$ cat src/rtl/coef_load_ctrl.sv
// Coefficient load sequencer: unpacks a byte stream (3 bytes -> 2 x 12-bit)
// and shifts N_COEF coefficients into the FIR coefficient bank.
module coef_load_ctrl #(
    parameter int N_COEF = 16
) (
    input  logic        clk,
    input  logic        rst,
    input  logic        load_req,
    input  logic        abort,
    input  logic [7:0]  byte_in,
    input  logic        byte_valid,
    output logic        byte_ready,
    output logic [11:0] coef_out,
    output logic        enable_8a12,
    output logic        busy,
    output logic        done,
    output logic        coef_ready
);

    localparam int CW = (N_COEF > 1) ? $clog2(N_COEF) : 1;
    localparam logic [CW-1:0] LAST_IDX = CW'(N_COEF - 1);

    localparam logic [1:0] S_IDLE = 2'd0;
    localparam logic [1:0] S_B0   = 2'd1;
    localparam logic [1:0] S_B1   = 2'd2;
    localparam logic [1:0] S_B2   = 2'd3;

    logic [1:0]    state_reg, state_next;
    logic [7:0]    hold_reg, hold_next;
    logic [CW-1:0] cnt_reg, cnt_next;
    logic [11:0]   coef_reg, coef_next;
    logic          en_reg, en_next;
    logic          done_reg, done_next;
    logic          cready_reg, cready_next;
    logic          hs;

    assign busy        = (state_reg != S_IDLE);
    assign byte_ready  = busy;
    assign hs          = byte_valid && byte_ready;
    assign coef_out    = coef_reg;
    assign enable_8a12 = en_reg;
    assign done        = done_reg;
    assign coef_ready  = cready_reg;

    always_comb begin
        state_next  = state_reg;
        hold_next   = hold_reg;
        cnt_next    = cnt_reg;
        coef_next   = coef_reg;
        en_next     = 1'b0;
        done_next   = 1'b0;
        cready_next = cready_reg;

        if (state_reg == S_IDLE) begin
            if (load_req && !abort) begin
                state_next  = S_B0;
                cnt_next    = '0;
                cready_next = 1'b0;
            end
        end else if (abort) begin
            // A byte handshaking alongside abort is swallowed without effect.
            state_next = S_IDLE;
        end else if (hs) begin
            if (state_reg == S_B0) begin
                hold_next  = byte_in;
                state_next = S_B1;
            end else if (state_reg == S_B1) begin
                coef_next  = {hold_reg, byte_in[7:4]};
                en_next    = 1'b1;
                cnt_next   = cnt_reg + CW'(1);
                hold_next  = {4'h0, byte_in[3:0]};
                state_next = S_B2;
            end else begin
                coef_next = {hold_reg[3:0], byte_in};
                en_next   = 1'b1;
                if (cnt_reg == LAST_IDX) begin
                    // Counter is left at the last index so it never wraps.
                    state_next  = S_IDLE;
                    done_next   = 1'b1;
                    cready_next = 1'b1;
                end else begin
                    cnt_next   = cnt_reg + CW'(1);
                    state_next = S_B0;
                end
            end
        end
    end

    always_ff @(posedge clk or negedge rst) begin
        if (!rst) begin
            state_reg  <= S_IDLE;
            hold_reg   <= '0;
            cnt_reg    <= '0;
            coef_reg   <= '0;
            en_reg     <= 1'b0;
            done_reg   <= 1'b0;
            cready_reg <= 1'b0;
        end else begin
            state_reg  <= state_next;
            hold_reg   <= hold_next;
            cnt_reg    <= cnt_next;
            coef_reg   <= coef_next;
            en_reg     <= en_next;
            done_reg   <= done_next;
            cready_reg <= cready_next;
        end
    end

endmodule

$ cat config.mk
export PLATFORM = sky130hd
export DESIGN_NAME = coef_load_ctrl
export DESIGN_NICKNAME = d
export VERILOG_FILES = /design/src/rtl/coef_load_ctrl.sv
export SDC_FILE = /design/constraint.sdc
export NUM_CORES = 1
export LEC_CHECK = 0
export ABC_CLOCK_PERIOD_IN_PS = 2000
export BUFFER_PORTS_ARGS = -buffer_cell sky130_fd_sc_hd__buf_2
export CAP_MARGIN = 10
export CELL_PAD_IN_SITES_DETAIL_PLACEMENT = 1
export CELL_PAD_IN_SITES_GLOBAL_PLACEMENT = 1
export CORE_ASPECT_RATIO = 0.75
export CORE_MARGIN = 2
export CORE_UTILIZATION = 42
export CTS_CLUSTER_DIAMETER = 120
export DETAILED_ROUTE_END_ITERATION = 16
export PLACE_DENSITY_LB_ADDON = 0.3
export SLEW_MARGIN = 20
export SYNTH_ARGS = -nofsm -noshare
export SYNTH_HDL_FRONTEND = slang
export SYNTH_SLANG_ARGS = --single-unit
$ cat constraint.sdc
create_clock -name clk -period 2 [get_ports clk]
set_input_delay 0.2 -clock clk [delete_from_list [all_inputs] [get_ports clk]]
set_output_delay 0.2 -clock clk [all_outputs]
set_load 0.02 [all_outputs]
# --- Yosys cells after proc, flatten, opt, wreduce, memory -nomap -nowiden ---
# Index checks and enable logic that the tools add are counted.
op_classes:
  n_reduce_logical: 14
  mux: 34
  add_sub_neg: 1
  eq_ne: 8
  bitwise_logic: 3
op_table:
  columns: ["op", "count"]
  rows:
  - ["2-to-1 mux 4 bit", 7]
  - ["2-to-1 mux 1 bit", 18]
  - ["2-to-1 mux 8 bit", 2]
  - ["2-to-1 mux 12 bit", 1]
  - ["2-to-1 mux 2 bit", 6]
  - ["AND reduction 4 bit", 2]
  - ["nonzero test 2 bit", 4]
  - ["AND reduction 6 bit", 1]
  - ["AND reduction 5 bit", 1]
  - ["adder 4 x 1 -> 4 bit (second input constant)", 1]
  - ["== test 4 bit (second input constant)", 1]
  - ["inequality test 2 x 1 -> 1 bit (second input constant)", 2]
  - ["inequality test 2 bit (second input constant)", 2]
  - ["inequality test 3 bit (second input constant)", 1]
  - ["inverter 1 bit", 3]
  - ["nonzero test 3 bit", 1]
  - ["== test 2 x 1 -> 1 bit (second input constant)", 1]
  - ["== test 2 bit (second input constant)", 1]
  - ["logical AND 1 bit", 2]
  - ["logical NOT 2 bit", 1]
  - ["AND reduction 2 bit", 1]
  - ["logical NOT 1 bit", 1]
word_totals:
  word_cells: 67
  ff_bits: 29
  output_inout_bits: 17
  in_bits: 13

# --- Longest topological paths before layout ---
logic_depth:
  depth_word: 7
  ltp_mapped: 7
  ltp_nobuf: 5

# --- Worst setup path before layout ---
# Ideal clock, no wire load.
synth_path:
  path_kind: "register to register"
  startpoint: "register state_reg[0]"
  endpoint: "register cnt_reg[1]"
  stages_incl_launch_ff: 6
  setup_ns: 0.124
  arrival_ns: 1.495
  path_slack_ns: 0.381
  required_ns: 1.876
  n_path_buf: 0
  period_less_slack_ns: 1.619
  path_cell_list: "dfrtp_1 inv_1 ha_1 mux2_4 and2_1 a211o_1"
synth_via:
  elab_chain_cells: 6
  elab_cells_between_ends: 16
  classes_between: "eq/ne (6); mux (5); reduce/logical (5)"
synth_lines:
  columns: ["element", "line_no", "text"]
  rows:
  - ["start, declared", "28", "logic [1:0] state_reg, state_next;"]
  - ["start signal, assigned", "99", "state_reg <= state_next;"]
  - ["== test 2 bit", "67", "end else if (state_reg == S_B1) begin"]
  - ["2-to-1 mux 4 bit", "67", null]
  - ["2-to-1 mux 4 bit", "64", "if (state_reg == S_B0) begin"]
  - ["2-to-1 mux 4 bit", "63", "end else if (hs) begin"]
  - ["2-to-1 mux 4 bit", "60", "end else if (abort) begin"]
  - ["2-to-1 mux 4 bit", "54", "if (state_reg == S_IDLE) begin"]
  - ["end signal, assigned", "101", "cnt_reg <= cnt_next;"]
  - ["end, declared", "30", "logic [CW-1:0] cnt_reg, cnt_next;"]
# Several ways; a longest one is shown, not always the timed one. The select of a mux whose other input is x is not followed.
# A chain may end at the register's enable or synchronous reset.

# --- Worst setup path after layout ---
layout_path:
  startpoint: "register state_reg[0]"
  endpoint: "output port busy"
layout_via:
  elab_chain_cells: 1
layout_lines:
  columns: ["element", "line_no", "text"]
  rows:
  - ["nonzero test 2 bit", "37", "assign busy = (state_reg != S_IDLE);"]
  - ["end, declared", "15", "output logic busy,"]
# No other way between the ends.

==> impl_metrics.json <==
{
  "post_dp_cell_area_um2": 1620,
  "die_y_um": 54.9,
  "placedCellCount": 197,
  "drive_gt1_frac": 0.343,
  "fin_cells": 206,
  "finalCriticalPeriod_ps": 1780,
  "cts_resized": 0,
  "clock_skew_ps": 3.14,
  "area_growth_pct": 19.4,
  "max_freq_mhz": 561,
  "synth-xor-area-share": 0,
  "dr.pass1.iters": 4,
  "cap_viol_max_count": 0,
  "cp-start-kind": "register",
  "status": "complete, no violations",
  "r2r_cells": 5,
  "drc": 0,
  "fillers": 369,
  "start_util": 0.441,
  "final_antenna_net_count": 0,
  "die_width_um": 71.8,
  "ioPinCount": 30,
  "crit_arrival_ps": 1580,
  "cts_hold_buf": 1,
  "grt_pass1_vias": 1085,
  "wirelength_um": 3160,
  "synth_top_area_cell": "dfrtp_1",
  "synth_most_common_cell": "dfrtp_1",
  "synth-seq-area-share": 0.501,
  "worstSetupEndpointType": "output port",
  "synth_edf_count": 0,
  "r2r-start": "state_reg[0]",
  "worst_pin_slew_ps": 641,
  "p_seq_frac": 0.375,
  "h-tree-depth": 2,
  "die_area_um2": 3940,
  "via_per_inst": 5.25,
  "grt_pass1_wl_um": 5150,
  "finalMaxSlewViolations": 0,
  "synth.top_cell.area_share": 0.501,
  "grt-ovfl-total": 0,
  "setup_viol": 0,
  "hp-class": "primary input to register",
  "grt_max_degree": 30,
  "synth_cell_types": 30,
  "crit_path_start": "state_reg[0]",
  "drtIter0Drc": 37,
  "path_clk_slew_ps": 60,
  "avgSynthCellArea_um2": 11.1,
  "synthCells": 131,
  "place.gp.congestion": 0.767,
  "cts_tree": "done",
  "ys_seq_elements": 29,
  "num_rows": 18,
  "final_area_um2": 1730,
  "wl_per_cell_um": 15.3,
  "synth.top_cells.by_count": "29 x dfrtp_1, 17 x nor2_1, 12 x mux2i_1, 10 x nand2_1, 9 x a21oi_1",
  "post_synth_main_area_contributors": "dfrtp_1 50%, mux2i_1 8.3%, nor2_1 4.4%",
  "largest_reg_flops": 12,
  "clk_latency_ps": 280,
  "num_antenna_cells": 0,
  "period_share": 0.892,
  "hpwl_um": 2280,
  "yosys.area_share.simple": 0.143,
  "path_max_fanout": 10,
  "tns_ps": 0,
  "vias": 1081,
  "r2r-end": "cnt_reg[1]",
  "post_cts_buffers": 0,
  "clockRootBuffer": "clkbuf_8",
  "switchingPower_mw": 1.04,
  "rsz0062_at_grt": "false",
  "max-vdd-ir-drop_mv": 0.577,
  "synthMuxAreaShare": 0.132,
  "crit_end": "busy",
  "p_comb_frac": 0.423,
  "multi_input_area_um2": 649,
  "syn_nets": 148,
  "grt_usage": 0.181,
  "synth_adder_area_share": 0.0345,
  "grt_antenna_before_repair": 0,
  "numCtsBuffers": 5,
  "seq_area_um2": 726,
  "crit_type": "register to output port",
  "hold_viol_final": 0,
  "reg2reg_slack_ps": 230,
  "relSlewSlack": 0.572,
  "internal_power_mw": 1.59,
  "synthFlopType": "dfrtp_1",
  "async_flop_share": 1.00,
  "min_from": "byte_in[3]",
  "fin_nets": 182,
  "yosysWarnings": 0,
  "worstPathRequired_ps": 1800,
  "io_buffers": 29,
  "p_leak_nw": 0.808,
  "swShare": 0.396,
  "fin_util": 0.526,
  "synth-compound-area-share": 0.138,
  "cts_num_sinks": 29,
  "core_region_area_um2": 3290,
  "clkPwrFrac": 0.202,
  "cts_buffer_depth": 2,
  "power-per-cell-area_nw_per_um2": 1520,
  "synth_top_family_by_area": "simple AND/OR/NAND/NOR gates",
  "netlist_area_um2": 1450
}
-- metrics by stage --
stage                     worst slack, ps  hold slack, ps  power (mW)
after floorplan                       381           -95.6        1.80
after global placement                339             255        2.05
after detailed placement              249             276        2.12
after CTS                             212             161        2.67
after global routing                  120             161        2.83
final                                 216             163        2.63
-- metal layers --
layer	share of wire	track usage	vias up
met5	0	0	-
met4	0.0051	0.0472	0
met3	0.049	0.0718	3
met2	0.46	0.289	25
met1	0.48	0.232	521
li1	-	-	532
-- cell usage in the layout, fill, tap and decap left out, drive strengths merged --
cell and n:
a21oi 15, o21ai 5, nor4b 1, nand4b 1, nor2 17, a31oi 2, nor3b 3, nand4bb 1
clkinv 1, and3 2, a211o 1, o22ai 1, ha 4, and2 1, dfrtp 29, a31o 2
o211ai 1, clkbuf 7, inv 5, nand4 1, dlygate4sd3 1, mux2i 12, buf 33, mux2 6
nand2 10, and4 1, o32ai 1, a21boi 1, o221ai 1
-- power by group through the flow --
stage                     logic, mW  registers [mW]  clock network, mW
after floorplan               0.665            1.14                  0
after global placement         1.08           0.979                  0
after detailed placement       1.12           0.999                  0
after CTS                      1.13           0.993              0.545
after global routing           1.23            1.03              0.574
final                          1.11           0.986              0.531
-- worst min path at each step --
stage                             end  slack [ps]  depth (start not counted)
final                     hold_reg[3]         160                          2
after detailed placement  coef_out[5]         280                          1
after global placement    coef_out[5]         260                          1
after global routing      hold_reg[3]         160                          2
after CTS                 hold_reg[3]         160                          2
after floorplan            cnt_reg[0]        -100                          0
-- layout make-up --
class,count,area share
Clock inverter,1,0.00289
Multi-Input combinational cell,90,0.375
Sequential cell,29,0.419
Inverter,5,0.0108
Tap cell,40,0.0289
Clock buffer,7,0.0557
Timing Repair Buffer,34,0.107
-- worst max-delay path, stage by stage (launching register included) --
cell	delay (ps)
dfrtp_1	410
inv_1	120
ha_1	290
buf_4	220
inv_1	90
buf_2	170
-- kinds of logic (layout without fill, tap and decap cells) --
kind of cell	count (synthesis)	after routing
and+or+nand+nor	38	38
muxes	18	18
DFF	29	29
adders and majority gates	4	4
AOI/OAI and AO/OA	30	30
buffers and inverters	12	47
(Power assumes the default switching activity.)
